==> config.mk <==
export PLATFORM = sky130hd
export DESIGN_NAME = gm_write_arbiter_flat
export DESIGN_NICKNAME = d
export VERILOG_FILES = /design/src/rtl/gm_pkg.sv /design/src/rtl/gm_write_arbiter_if.sv /design/src/rtl/gm_write_arbiter_counter.sv /design/src/rtl/gm_write_arbiter.sv /design/src/flat_wrapper.sv
export SDC_FILE = /design/constraint.sdc
export NUM_CORES = 1
export LEC_CHECK = 0
export CAP_MARGIN = 20
export CELL_PAD_IN_SITES_DETAIL_PLACEMENT = 0
export CELL_PAD_IN_SITES_GLOBAL_PLACEMENT = 2
export CORE_UTILIZATION = 26
export DETAILED_ROUTE_END_ITERATION = 16
export PLACE_DENSITY = 0.86
export SYNTH_ARGS = -nofsm -noshare
export SYNTH_HDL_FRONTEND = slang
export SYNTH_SLANG_ARGS = --single-unit
==> constraint.sdc <==
create_clock -name clk -period 5.9 [get_ports clk]
set_input_delay 0.59 -clock clk [delete_from_list [all_inputs] [get_ports clk]]
set_output_delay 0.59 -clock clk [all_outputs]
set_load 0.03 [all_outputs]
==> src/rtl/gm_pkg.sv <==
// gm_pkg: shared constants and types for the graphic manager write path.
//   COL_NUM/ROW_NUM/PIXEL_NUM : screen geometry (320 x 240 b/w pixels)
//   COL_WIDTH/ROW_WIDTH       : coordinate bus widths
//   arb_state_t               : write arbiter states IDLE / OWN0 / OWN1
//   pixel_in_range()          : true when a coordinate lies on the screen
package gm_pkg;

    localparam int COL_NUM   = 320;
    localparam int ROW_NUM   = 240;
    localparam int PIXEL_NUM = 76800;
    localparam int COL_WIDTH = 9;
    localparam int ROW_WIDTH = 8;

    typedef enum logic [1:0] {
        IDLE = 2'd0,
        OWN0 = 2'd1,
        OWN1 = 2'd2
    } arb_state_t;

    function automatic logic pixel_in_range(input logic [COL_WIDTH-1:0] col,
                                            input logic [ROW_WIDTH-1:0] row);
        return (col < COL_WIDTH'(COL_NUM)) && (row < ROW_WIDTH'(ROW_NUM));
    endfunction

endpackage

==> src/rtl/gm_write_arbiter_if.sv <==
// gm_write_arbiter_if: bundles the two requester ports and the single-pixel
// write port toward the graphic manager.
//   req_valid/req_lock/req_col/req_row/req_color : per-port requests (index 0 = painter, 1 = overlay)
//   req_ack   : one-cycle accept pulse per port
//   grant     : one-hot current owner, 00 when idle
//   gm_ready  : graphic manager can take the presented pixel
//   write_pixel/pixel_col/pixel_row/bw_pixel_color : registered output stage
// Modports: master = requesters plus graphic manager side, slave = the arbiter.
interface gm_write_arbiter_if;
    import gm_pkg::*;

    logic [1:0]                 req_valid;
    logic [1:0]                 req_lock;
    logic [1:0][COL_WIDTH-1:0]  req_col;
    logic [1:0][ROW_WIDTH-1:0]  req_row;
    logic [1:0]                 req_color;
    logic [1:0]                 req_ack;
    logic [1:0]                 grant;
    logic                       gm_ready;
    logic                       write_pixel;
    logic [COL_WIDTH-1:0]       pixel_col;
    logic [ROW_WIDTH-1:0]       pixel_row;
    logic                       bw_pixel_color;

    modport master (
        output req_valid, req_lock, req_col, req_row, req_color, gm_ready,
        input  req_ack, grant, write_pixel, pixel_col, pixel_row, bw_pixel_color
    );

    modport slave (
        input  req_valid, req_lock, req_col, req_row, req_color, gm_ready,
        output req_ack, grant, write_pixel, pixel_col, pixel_row, bw_pixel_color
    );

endinterface

==> src/rtl/gm_write_arbiter_counter.sv <==
// gm_write_arbiter_counter: saturating up-counter with synchronous reset.
//   clk   : clock
//   reset : synchronous, active-high clear
//   en    : count one step
//   count : current value, holds at MAX_VALUE-1
module gm_write_arbiter_counter #(
    parameter int MAX_VALUE = 17,
    parameter int WIDTH     = $clog2(MAX_VALUE)
) (
    input  logic             clk,
    input  logic             reset,
    input  logic             en,
    output logic [WIDTH-1:0] count
);

    // Saturation lets the owner of a locked burst keep counting without wrapping.
    always_ff @(posedge clk) begin
        if (reset) begin
            count <= '0;
        end else if (en && (count != WIDTH'(MAX_VALUE - 1))) begin
            count <= count + WIDTH'(1);
        end
    end

endmodule

==> src/rtl/gm_write_arbiter.sv <==
// gm_write_arbiter: round-robin arbiter sharing the graphic manager pixel
// write port between the painter (port 0) and the overlay writer (port 1),
// with a per-owner burst limit, a burst lock and one registered output stage.
//   clk         : system clock
//   reset       : synchronous, active-high reset
//   initialized : graphic manager ready; no new grants or accepts while low
//   bus         : gm_write_arbiter_if.slave (requests, acks, grant, output stage)
// Optional build macro GM_ARB_CLIP_EN: off-screen pixels are acked but not staged.
module gm_write_arbiter
    import gm_pkg::*;
#(
    parameter int MAX_BURST   = 16,
    parameter int BURST_WIDTH = $clog2(MAX_BURST + 1)
) (
    input  logic                clk,
    input  logic                reset,
    input  logic                initialized,
    gm_write_arbiter_if.slave   bus
);

    arb_state_t             state;
    arb_state_t             other_state;
    logic                   last_owner;
    logic [BURST_WIDTH-1:0] burst_cnt;
    logic                   owning;
    logic                   owner;
    logic                   own_valid;
    logic                   own_lock;
    logic                   other_valid;
    logic                   stage_free;
    logic                   limit_hit;
    logic                   accept;
    logic                   stage_load;
    logic                   switch_owner;

    assign owning      = (state != IDLE);
    assign owner       = (state == OWN1);
    assign other_state = owner ? OWN0 : OWN1;
    assign own_valid   = bus.req_valid[owner];
    assign own_lock    = bus.req_lock[owner];
    assign other_valid = bus.req_valid[!owner];
    assign stage_free  = !bus.write_pixel || bus.gm_ready;

    // The limit blocks the accept in the cycle it is reached, so a full burst
    // is exactly MAX_BURST writes before the hand-over cycle.
    assign limit_hit = (burst_cnt == BURST_WIDTH'(MAX_BURST)) && other_valid && !own_lock;
    assign accept    = owning && initialized && own_valid && stage_free && !limit_hit;

    // Every exit from an OWN state restarts the burst count for the next owner.
    assign switch_owner = owning && (initialized ? (!own_valid || limit_hit) : stage_free);

`ifdef GM_ARB_CLIP_EN
    assign stage_load = accept && pixel_in_range(bus.req_col[owner], bus.req_row[owner]);
`else
    assign stage_load = accept;
`endif

    assign bus.req_ack = {accept && owner, accept && !owner};
    assign bus.grant   = {state == OWN1, state == OWN0};

    gm_write_arbiter_counter #(
        .MAX_VALUE (MAX_BURST + 1),
        .WIDTH     (BURST_WIDTH)
    ) u_burst_cnt (
        .clk   (clk),
        .reset (reset || switch_owner),
        .en    (accept),
        .count (burst_cnt)
    );

    // Ownership FSM. IDLE spends one cycle choosing; the port that did not own
    // last wins a tie. Losing initialized waits for the staged pixel to drain.
    always_ff @(posedge clk) begin
        if (reset) begin
            state      <= IDLE;
            last_owner <= 1'b1;
        end else begin
            case (state)
                IDLE: begin
                    if (initialized && (bus.req_valid != 2'b00)) begin
                        if (bus.req_valid == 2'b11) begin
                            state <= last_owner ? OWN0 : OWN1;
                        end else begin
                            state <= bus.req_valid[0] ? OWN0 : OWN1;
                        end
                    end
                end
                OWN0, OWN1: begin
                    if (!initialized) begin
                        if (stage_free) begin
                            state      <= IDLE;
                            last_owner <= owner;
                        end
                    end else if (!own_valid) begin
                        state      <= other_valid ? other_state : IDLE;
                        last_owner <= owner;
                    end else if (limit_hit) begin
                        state      <= other_state;
                        last_owner <= owner;
                    end
                end
                default: state <= IDLE;
            endcase
        end
    end

    // Output stage: holds data until gm_ready, reloads in the same cycle it drains.
    always_ff @(posedge clk) begin
        if (reset) begin
            bus.write_pixel    <= 1'b0;
            bus.pixel_col      <= '0;
            bus.pixel_row      <= '0;
            bus.bw_pixel_color <= 1'b0;
        end else if (stage_load) begin
            bus.write_pixel    <= 1'b1;
            bus.pixel_col      <= bus.req_col[owner];
            bus.pixel_row      <= bus.req_row[owner];
            bus.bw_pixel_color <= bus.req_color[owner];
        end else if (bus.gm_ready) begin
            bus.write_pixel    <= 1'b0;
        end
    end

endmodule
==> src/flat_wrapper.sv <==
// flat-port wrapper written by rule: the top's interface ports become plain ports
module gm_write_arbiter_flat import gm_pkg::*;
#(
    parameter int MAX_BURST   = 16,
    parameter int BURST_WIDTH = $clog2(MAX_BURST + 1)
)
  (clk, reset, initialized, bus_req_valid, bus_req_lock, bus_req_col, bus_req_row, bus_req_color, bus_gm_ready, bus_req_ack, bus_grant, bus_write_pixel, bus_pixel_col, bus_pixel_row, bus_bw_pixel_color);
  gm_write_arbiter_if bus_i ();
  input  logic clk;
  input  logic reset;
  input  logic initialized;
  input wire logic [$bits(bus_i.req_valid)-1:0] bus_req_valid;
  input wire logic [$bits(bus_i.req_lock)-1:0] bus_req_lock;
  input wire logic [$bits(bus_i.req_col)-1:0] bus_req_col;
  input wire logic [$bits(bus_i.req_row)-1:0] bus_req_row;
  input wire logic [$bits(bus_i.req_color)-1:0] bus_req_color;
  input wire logic [$bits(bus_i.gm_ready)-1:0] bus_gm_ready;
  output wire logic [$bits(bus_i.req_ack)-1:0] bus_req_ack;
  output wire logic [$bits(bus_i.grant)-1:0] bus_grant;
  output wire logic [$bits(bus_i.write_pixel)-1:0] bus_write_pixel;
  output wire logic [$bits(bus_i.pixel_col)-1:0] bus_pixel_col;
  output wire logic [$bits(bus_i.pixel_row)-1:0] bus_pixel_row;
  output wire logic [$bits(bus_i.bw_pixel_color)-1:0] bus_bw_pixel_color;
  assign bus_i.req_valid = bus_req_valid;
  assign bus_i.req_lock = bus_req_lock;
  assign bus_i.req_col = bus_req_col;
  assign bus_i.req_row = bus_req_row;
  assign bus_i.req_color = bus_req_color;
  assign bus_i.gm_ready = bus_gm_ready;
  assign bus_req_ack = bus_i.req_ack;
  assign bus_grant = bus_i.grant;
  assign bus_write_pixel = bus_i.write_pixel;
  assign bus_pixel_col = bus_i.pixel_col;
  assign bus_pixel_row = bus_i.pixel_row;
  assign bus_bw_pixel_color = bus_i.bw_pixel_color;
  gm_write_arbiter #(.MAX_BURST(MAX_BURST), .BURST_WIDTH(BURST_WIDTH)) u_core (.clk(clk), .reset(reset), .initialized(initialized), .bus(bus_i));
endmodule
# Word-level counts from Yosys, hierarchy flattened
# Index checks and enable logic that the tools add are counted.
dict set report classes {
  addsub 1
  magnitude_cmp 2
  eq_ne 9
  muxes 30
  n_reduce_logical 27
}
# op n
set ops {}
lappend ops {{$mux W2} 10}
lappend ops {{$mux W9} 2}
lappend ops {{$mux W8} 2}
lappend ops {{$mux W1} 15}
lappend ops {{$logic_and A1 B1 Y1} 11}
lappend ops {{$reduce_bool A2 Y1} 4}
lappend ops {{$reduce_and A3 Y1} 2}
lappend ops {{$add A5 B1 Y5 const B} 1}
lappend ops {{$eq A5 B5 Y1 const B} 1}
lappend ops {{$logic_not A1 Y1} 5}
lappend ops {{$ne A5 B5 Y1 const B} 1}
lappend ops {{$eq A2 B2 Y1 const B} 2}
lappend ops {{$lt A1 B2 Y1 const B} 2}
lappend ops {{$ne A4 B4 Y1 const B} 1}
lappend ops {{$pmux W2 S2} 1}
lappend ops {{$logic_or A1 B1 Y1} 3}
lappend ops {{$ne A3 B2 Y1 const B} 1}
lappend ops {{$ne A3 B3 Y1 const B} 1}
lappend ops {{$eq A2 B1 Y1 const B} 1}
lappend ops {{$logic_not A2 Y1} 1}
lappend ops {{$ne A2 B1 Y1 const B} 1}
lappend ops {{$reduce_or A2 Y1} 1}
dict set report word_totals {
  reg_bits 27
  inputBits 44
  out_inout_bits 23
  elab_cells 76
}

# Longest topological paths before layout
# Gate-level depths: netlist of run 1.
dict set report depth {
  ltp_word 10
  depth_mapped 9
  depth_no_buf 6
}

# Cells and area by module
# A second synthesis of run 1 with hierarchy kept.
dict set report unflattened {
  hier_cells 159
  hier_area_um2 1662.8
}
# mod instances cells_each area_each_um2 seq_area_each_um2
set modules_own_cells {}
lappend modules_own_cells {gm_write_arbiter 1 132 1405.1 440.4}
lappend modules_own_cells {gm_write_arbiter_counter 1 27 257.7 100.1}

# Worst setup path before layout of run 1
# No wires, ideal clock.
dict set report synth_path {
  kind {flip-flop to output port}
  start {register u_core.state[0]}
  end {output bus_req_ack[0]}
  arrival_ns 1.916
  t_required_ns 5.310
  path_slack_ns 3.394
  path_stages_with_launch 9
  n_path_buf 2
  cell_sequence {dfxtp_1 > inv_1 > ha_1 > buf_6 > and3b_1 > o21ai_1 > buf_2 > nand2_1 > nor2_1}
}
dict set report synth_via {
  elab_chain_len 8
  word_cells_on_any_way 18
  classes_between {eq/ne: 1; mux: 6; reduce/logical: 11}
}
# element line_no
set synth_lines {}
lappend synth_lines {{start: declaration} gm_write_arbiter.sv:21} ;# arb_state_t state;
lappend synth_lines {{start signal: assignment} gm_write_arbiter.sv:82} ;# state <= last_owner ? OWN0 : OWN1;
lappend synth_lines {{start signal: assignment} gm_write_arbiter.sv:84} ;# state <= bus.req_valid[0] ? OWN0 : OWN1;
lappend synth_lines {{start signal: assignment} gm_write_arbiter.sv:95} ;# state <= other_valid ? other_state : IDLE;
lappend synth_lines {{$eq A2 B2 Y1 *} gm_write_arbiter.sv:37} ;# assign owner = (state == OWN1);
lappend synth_lines {{via u_core.owner} gm_write_arbiter.sv:26} ;# logic owner;
lappend synth_lines {{$mux W1, on equally long branches (2 in series)} {gm_write_arbiter.sv:41, gm_write_arbiter.sv:40}}
lappend synth_lines {{$logic_and A1 B1 Y1 / $logic_not A1 Y1 (equally long branches)} gm_write_arbiter.sv:46} ;# assign limit_hit = (burst_cnt == BURST_WIDTH'(MAX_BURST)) && other_valid && !own_lock;
lappend synth_lines {{$logic_and A1 B1 Y1} gm_write_arbiter.sv:46}
lappend synth_lines {{$logic_not A1 Y1} gm_write_arbiter.sv:47} ;# assign accept = owning && initialized && own_valid && stage_free && !limit_hit;
lappend synth_lines {{$logic_and A1 B1 Y1} gm_write_arbiter.sv:47}
lappend synth_lines {{$logic_and A1 B1 Y1 *} gm_write_arbiter.sv:58} ;# assign bus.req_ack = {accept && owner, accept && !owner};
lappend synth_lines {{end: declaration} flat_wrapper.sv:18} ;# output wire logic [$bits(bus_i.req_ack)-1:0] bus_req_ack;
# Mark *: on every way through the listed nets, which the timed path passes. The rest lies on a longest branch. The select of a mux whose other input is x is not followed.

# Final worst setup path of run 1
dict set report layout_path {
  start {register u_core.state[0]}
  end {output bus_req_ack[0]}
}
dict set report layout_via {
  elab_chain_len 8
  word_cells_on_any_way 18
  classes_between {eq/ne: 1; mux: 6; reduce/logical: 11}
}
# element line_no
set layout_lines {}
lappend layout_lines {{$eq A2 B2 Y1} gm_write_arbiter.sv:37}
lappend layout_lines {{$mux W1, on equally long branches (2 in series)} {gm_write_arbiter.sv:41, gm_write_arbiter.sv:40}}
lappend layout_lines {{$logic_and A1 B1 Y1 / $logic_not A1 Y1 (equally long branches)} gm_write_arbiter.sv:46}
lappend layout_lines {{$logic_and A1 B1 Y1} gm_write_arbiter.sv:46}
lappend layout_lines {{$logic_not A1 Y1} gm_write_arbiter.sv:47}
lappend layout_lines {{$logic_and A1 B1 Y1} gm_write_arbiter.sv:47}
lappend layout_lines {{$logic_and A1 B1 Y1 *} gm_write_arbiter.sv:58}
# Mark *: on every way between the ends. The rest lies on a longest branch, timed or not. The select of a mux whose other input is x is not followed.

==> results of run 1 <==
-- final cells by class --
class / instances / area share, %
Tap cell: 72 / 3.94
Clock inverter: 1 / 0.219
Timing Repair Buffer: 68 / 29.6
Clock buffer: 3 / 1.81
Sequential cell: 27 / 23.6
Multi-Input combinational cell: 112 / 39.7
Inverter: 7 / 1.15
-- metrics by stage --
stage | hold slack [ns] | cells | instance area [µm²] | total power, W | setup slack (ns)
after global placement | 0.482 | 286 | 2240 | 0.000674 | 2.28
after floorplan | 0.463 | 159 | 1550 | 0.000549 | 3.39
after global routing | 0.552 | 290 | 2290 | 0.000827 | 1.82
final | 0.514 | 290 | 2290 | 0.000771 | 2.07
after detailed placement | 0.502 | 286 | 2240 | 0.000673 | 2.24
after CTS | 0.518 | 290 | 2290 | 0.000782 | 2.04
-- critical path, delay by kind of cell (launching register included) --
family	cells	cell delay (ns)
AOI/OAI and AO/OA	1	0.75
adders and majority gates	1	0.19
buffers and inverters	3	1.01
DFF	1	0.40
and+or+nand+nor	3	0.61
-- registers in the layout (all words and copies together), names as in the netlist --
register	cells
u_core.state	2
u_core.u_burst_cnt.count	5
u_core.bus.pixel_row	8
u_core.bus.write_pixel	1
u_core.last_owner	1
u_core.bus.pixel_col	9
u_core.bus.bw_pixel_color	1
-- synth_stat cells --
| master | count | area (µm²) |
|---|---|---|
| and3b_1 | 1 | 8.76 |
| nand4b_4 | 1 | 23.8 |
| nand3b_1 | 1 | 7.51 |
| o21ai_0 | 8 | 40.0 |
| a21oi_1 | 19 | 95.1 |
| nor2_1 | 5 | 18.8 |
| a31oi_1 | 1 | 6.26 |
| inv_1 | 7 | 26.3 |
| clkbuf_1 | 5 | 18.8 |
| and3_1 | 1 | 6.26 |
| a211oi_2 | 12 | 150 |
| or3_1 | 3 | 18.8 |
| buf_2 | 4 | 20.0 |
| and2_1 | 1 | 6.26 |
| buf_6 | 3 | 33.8 |
| or4_1 | 1 | 7.51 |
| nor3b_1 | 2 | 15.0 |
| and4bb_2 | 1 | 12.5 |
| a21boi_0 | 1 | 7.51 |
| nor3_1 | 2 | 10.0 |
| dfxtp_1 | 27 | 541 |
| ha_1 | 6 | 75.1 |
| a22o_1 | 1 | 8.76 |
| nand3_1 | 2 | 10.0 |
| and4b_1 | 1 | 10.0 |
| mux2i_1 | 21 | 210 |
| o21ai_1 | 1 | 5.00 |
| mux2_4 | 1 | 15.0 |
| a211oi_1 | 13 | 97.6 |
| nand2b_1 | 4 | 25.0 |
| buf_4 | 1 | 7.51 |
| and2_4 | 1 | 8.76 |
| nand2_1 | 1 | 3.75 |
-- worst paths after layout --
kind,from,end,slack (ns),depth (start not counted)
setup / recovery,u_core.state[0],bus_req_ack[0],2.07,8
hold / removal,u_core.u_burst_cnt.count[4],u_core.u_burst_cnt.count[4],0.51,2
setup reg to reg,u_core.state[0],u_core.bus.pixel_row[7],3.28,7
hold reg to reg,u_core.u_burst_cnt.count[4],u_core.u_burst_cnt.count[4],0.51,2
-- layer usage --
metal	track usage, %	up-vias	wire length [µm]
met5	0	-	0
met4	3.27	0	17
met3	3.79	2	275
met2	22.6	39	1770
met1	16.4	647	1770
li1	-	704	-
-- power by group --
part | internal [W] | leakage, nW | switching, W | total, W
Clock | 0.0000473 | 0.0255 | 0.0000583 | 0.000106
Sequential | 0.000219 | 0.219 | 0.0000230 | 0.000242
Combinational | 0.000191 | 0.509 | 0.000233 | 0.000424
Total | 0.000457 | 0.754 | 0.000314 | 0.000771
-- logic make-up after synthesis --
kind of cell | Yosys count
and+or+nand+nor | 28
DFF | 27
adders and majority gates | 6
buffers and inverters | 20
muxes | 22
AOI/OAI and AO/OA | 56
==> results by group, run 1 <==
Synthesis
  – XOR/XNOR share of the synthesized area: 0%
  – Number of distinct library cells after synthesis: 33
  – Compound-gate portion of the synthesized area: between 20% and 30%
  – Sequential fraction of the synthesis area: 34.9%
  – Avg Inst Size Synth: 9.75 µm²
  – Fraction of the mapped netlist area in adder cells: 4.84%
  – Fraction of the mapped netlist area in simple logic gates: 12.4%
  – Register bit count reported by yosys: 27
  – YS warnings: 0
  – Syn_nets: 209
  – Cell count after synthesis: 159
  – Post-Synthesis Cell Area: 1550 µm²
  – Largest family of logic cells by synthesized area: compound AO/OA/AOI/OAI gates
  – Post-synthesis mux area share: between 10 and 15%

Power and ir drop
  – VDD IR max: 237 µV
  – Leakage: between 0.7 and 0.8 nW
  – PwrDens: 337 nW/µm²

STA
  – Least-Margin Pin Slew: 0.949 ns
  – Tmin final: ~3.8 ns
  – Setup TNS: 0 ns
  – Final setup fails: 0
  – Tcrit/Tclk final: 65.0%
  – Setup Skew: roughly 0.002 ns
  – Fmax: between 200 and 300 MHz
  – RSZ-0062 raised after global routing: false
  – Final slew viol count: 0
  – Hold Vio Cnt, Final: 0
  – Slew HR: 36.7%

CTS
  – Clock Latency Late Sink: 0.27 ns
  – Hold_buf cts: 0
  – Max clock buf depth: 2
  – Setup repair bufs after CTS: 0
  – Number of CTS-inserted buffers: 3
  – H-tree depth: 1
  – Resized Gates After CTS: 0
  – CTS Sinks: 27
  – CTS Root Cell: clkbuf_8
  – Clk pin slew, worst setup/hold paths: 0.09 ns
  – CTS tree: built

Worst setup path
  – Critical path class: flop to primary output
  – CP peak stage delay: roughly 0.75 ns
  – CP max FO: 26
  – Critical path data required time: 5.31 ns
  – Startpoint types: flop
  – Critical-path cell list: inv_1, ha_1, buf_4, and3b_1, o21ai_2, nand2_1, nor2_1, clkdlybuf4s50_1
  – Critical-path top delay cell: o21ai_2
  – CP Data Arrival Time: approximately 3.2 ns
  – Critical Path End Type: primary output

Global routing
  – GRT Resource Usage Total: between 10% and 20%
  – GR Overflow Total: 0
  – First-pass GRT wire length: 6.76 mm
  – Vias in the first global route: between 1,000 and 1,500
  – Initial antenna violation count: 0
  – Largest net degree at the start of global routing: 30

Routing
  – Wire per inst: around 13 µm
  – Routed wire length: 3.83 mm
  – Residual DRC count: 0
  – Via/cell ratio: 4.80
  – Pre-Repair DR Iteration Count: 6
  – Remaining antenna violation count: 0
  – Starting DRC count in detailed routing: 32
  – Via count: approximately 1,400

Worst hold path
  – HP Class: flop to flop

Finish
  – Nets: 269
  – Share of cells above drive strength 1: 10.6%
  – Layout area overhead: 47.5%
  – Area of the multi-input gates: 907 µm²
  – # diodes: 0
  – Commonest non-fill, non-tap cells in the layout: 66 x clkdlybuf4s50_1, 27 x dfxtp_1, 21 x mux2i_1
  – Fillers: 589
  – FF/Latch Area: 541 µm²
  – Commonest non-fill, non-tap cell in the layout: clkdlybuf4s50_1
  – Final core occ: 40.5%

Floorplanning
  – Die width: 79.2 µm
  – I/O pin cnt: 67
  – Die area: around 6300 µm²
  – Core area: 5640 µm²
  – Initial cell density of the core: 27.5%
  – Cell Rows: 27
  – Die height: 79.2 µm

Placement
  – Post-DP HPWL: 2.64 mm
  – Placer Congestion: 0.735
  – Port-buffer cells: 66

Outcome
  – Outcome: finished, final reports clean

Job
  – Max Cap Viol: 0
No activity file was read; power rests on OpenSTA's default activity.
==> inputs of run 2 (changes only) <==
Settings changed: CORE_UTILIZATION 26 to 22, PLACE_DENSITY 0.86 to 0.77.
Clock period 5.9 ns to 3.4 ns, I/O delays scaled along.
==> results by group, run 2 (synthesis results as in run 1) <==
Placement
  – Cell count after placement: 312 (was 286)
  – Placer Congestion: 0.733 (was 0.735)
  – Post-DP HPWL: 2.90 mm (was 2.64 mm)
  – Port-buffer cells: 66 (unchanged)

STA
  – Tcrit/Tclk final: between 70% and 80%
  – Fmax: 390 MHz
  – Slew HR: 45.2% (was 36.7%)
  – Setup TNS: 0 ns (unchanged)
  – Setup Skew: 0.00721 ns (was 0.00198 ns)
  – Final setup fails: 0 (unchanged)
  – Hold Vio Cnt, Final: 0 (unchanged)
  – Final slew viol count: 0 (unchanged)
  – Least-Margin Pin Slew: 0.820 ns (was 0.949 ns)
  – Tmin final: 2.57 ns
  – RSZ-0062 raised after global routing: false (unchanged)

Floorplanning
  – Initial cell density of the core: 22.8% (was 27.5%)
  – Die width: 85.9 µm (was 79.2 µm)
  – Die height: 85.9 µm (was 79.2 µm)
  – Cell Rows: 30 (was 27)
  – Core area: 6790 µm² (was 5640 µm²)
  – I/O pin cnt: 67 (unchanged)
  – Die area: 7390 µm² (was 6280 µm²)

Finish
  – Biggest register: u_core.bus.pixel_col (unchanged)
  – Regs by FF count: u_core.bus.pixel_col x9, u_core.bus.pixel_row x8, u_core.u_burst_cnt.count x5 (unchanged)
  – Max reg flops: 9 (unchanged)
  – Share of cells above drive strength 1: 12.3% (was 10.6%)
  – Post-Layout Cell Count: 316 (was 290)
  – # diodes: 0 (unchanged)
  – Layout area overhead: 50.0% (was 47.5%)
  – Commonest non-fill, non-tap cell in the layout: clkdlybuf4s50_1 (unchanged)
  – Nets: 271 (was 269)
  – Commonest non-fill, non-tap cells in the layout: 64 x clkdlybuf4s50_1, 27 x dfxtp_1, 21 x mux2i_1 (was 66 x clkdlybuf4s50_1, 27 x dfxtp_1, 21 x mux2i_1)

CTS
  – CTS Sinks: 27 (unchanged)
  – H-tree depth: 1 (unchanged)
  – Max clock buf depth: 2 (unchanged)
  – Resized Gates After CTS: 0 (unchanged)
  – CTS tree: built (unchanged)
  – Clock Latency Late Sink: 0.27 ns (about the same)
  – Clk pin slew, worst setup/hold paths: 0.10 ns (was 0.09 ns)
  – Setup repair bufs after CTS: 0 (unchanged)
  – CTS Root Cell: clkbuf_8 (unchanged)
  – Hold_buf cts: 0 (unchanged)
  – Number of CTS-inserted buffers: 3 (unchanged)

Worst setup path
  – CP max FO: 13 (was 26)
  – Crit path from: u_core.state[0] (unchanged)
  – Worst r2r path cells: 6 (was 7)
  – CP Data Arrival Time: 2.23 ns (was 3.24 ns)
  – Worst R2R Start: u_core.state[0] (unchanged)
  – Startpoint types: flop (unchanged)
  – Critical path data required time: 3.06 ns (was 5.31 ns)
  – Critical path class: flop to primary output (unchanged)
  – Critical Path End Type: primary output (unchanged)

Power and ir drop
  – Internal power: 0.000796 W (was 0.000457 W)
  – Power share of the clock group: 13.9% (was 13.7%)
  – Net Sw Frac: 40.7% (was 40.8%)
  – Share of power burned in combinational logic: 54.9% (was 55.0%)
  – Switching Power: 0.000547 W (was 0.000314 W)
  – VDD IR max: 218 µV (was 237 µV)
  – Sequential share of power: 31.2% (was 31.4%)
  – PwrDens: 577 nW/µm² (was 337 nW/µm²)
  – Leakage: 0.768 nW (was 0.754 nW)

Worst hold path
  – Hold Crit Start: u_core.u_burst_cnt.count[4] (unchanged)
  – Hold depth: 2 (unchanged)
  – HP Class: flop to flop (unchanged)

Global routing
  – Vias in the first global route: 1,443 (was 1,491)
  – Largest net degree at the start of global routing: 24 (was 30)
  – GRT Resource Usage Total: 11.5% (was 13.3%)
  – Initial antenna violation count: 0 (unchanged)
  – First-pass GRT wire length: 6.88 mm (was 6.76 mm)
  – GR Overflow Total: 0 (unchanged)

Routing
  – Via/cell ratio: 4.35 (was 4.80)
  – Routed wire length: 3.93 mm (was 3.83 mm)
  – Remaining antenna violation count: 0 (unchanged)
  – Residual DRC count: 0 (unchanged)
  – Pre-Repair DR Iteration Count: 4 (was 6)
  – Wire per inst: 12.4 µm (was 13.2 µm)
  – Via count: 1,374 (was 1,392)
  – Starting DRC count in detailed routing: 24 (was 32)

Job
  – Max Cap Viol: 0 (unchanged)

Outcome
  – Outcome: finished, final reports clean (unchanged)
[run 2: power by group through the flow]
stage,registers (W),clock network (W),logic (W)
2_1_floorplan,0.000510,0,0.000442
5_1_grt,0.000428,0.000212,0.000802
6_report,0.000419,0.000187,0.000738
3_3_place_gp,0.000428,0,0.000749
4_1_cts,0.000420,0.000198,0.000752
3_5_place_dp,0.000425,0,0.000748
[run 2: layout make-up]
| class | count | area [µm²] |
|---|---|---|
| Tap cell | 96 | 120 |
| Clock buffer | 3 | 41.3 |
| Sequential cell | 27 | 541 |
| Inverter | 7 | 26.3 |
| Multi-Input combinational cell | 112 | 907 |
| Timing Repair Buffer | 70 | 686 |
| Fill cell | 724 | 4470 |
| Clock inverter | 1 | 5.00 |
[run 2: per-layer routing]
| metal | global-route usage [%] | routed length (µm) | vias to the layer above |
|---|---|---|---|
| li1 | - | - | 710 |
| met1 | 14.6 | 1840 | 633 |
| met2 | 19.5 | 1880 | 29 |
| met3 | 2.69 | 182 | 2 |
| met4 | 3.18 | 25 | 0 |
| met5 | 0 | 0 | - |
[run 2: final timing paths]
check | endpoint | slack (ns)
setup / recovery | bus_req_ack[1] | 0.83
hold / removal | u_core.u_burst_cnt.count[4] | 0.51
setup reg to reg | u_core.bus.pixel_col[1] | 1.25
hold reg to reg | u_core.u_burst_cnt.count[4] | 0.51
[run 2: worst max-delay path, cell delays in order (launching register included)]
cell and delay [ns]:
dfxtp_1 0.41, inv_1 0.08, ha_1 0.26, and3b_1 0.21, o21ai_2 0.50, nand2_1 0.19
nor2_1 0.13, buf_4 0.17
[run 2: stage by stage]
step / setup slack (ns) / utilization [%] / area [µm²] / hold slack [ns] / total power [W]
2_1_floorplan: 1.14 / - / 1550 / 0.463 / 0.000952
3_3_place_gp: 1.03 / 33.6 / 2280 / 0.478 / 0.00118
3_5_place_dp: 1.03 / 33.6 / 2280 / 0.483 / 0.00117
4_1_cts: 0.772 / 34.2 / 2330 / 0.511 / 0.00137
5_1_grt: 0.625 / 34.2 / 2330 / 0.536 / 0.00144
6_report: 0.834 / 34.2 / 2330 / 0.510 / 0.00134
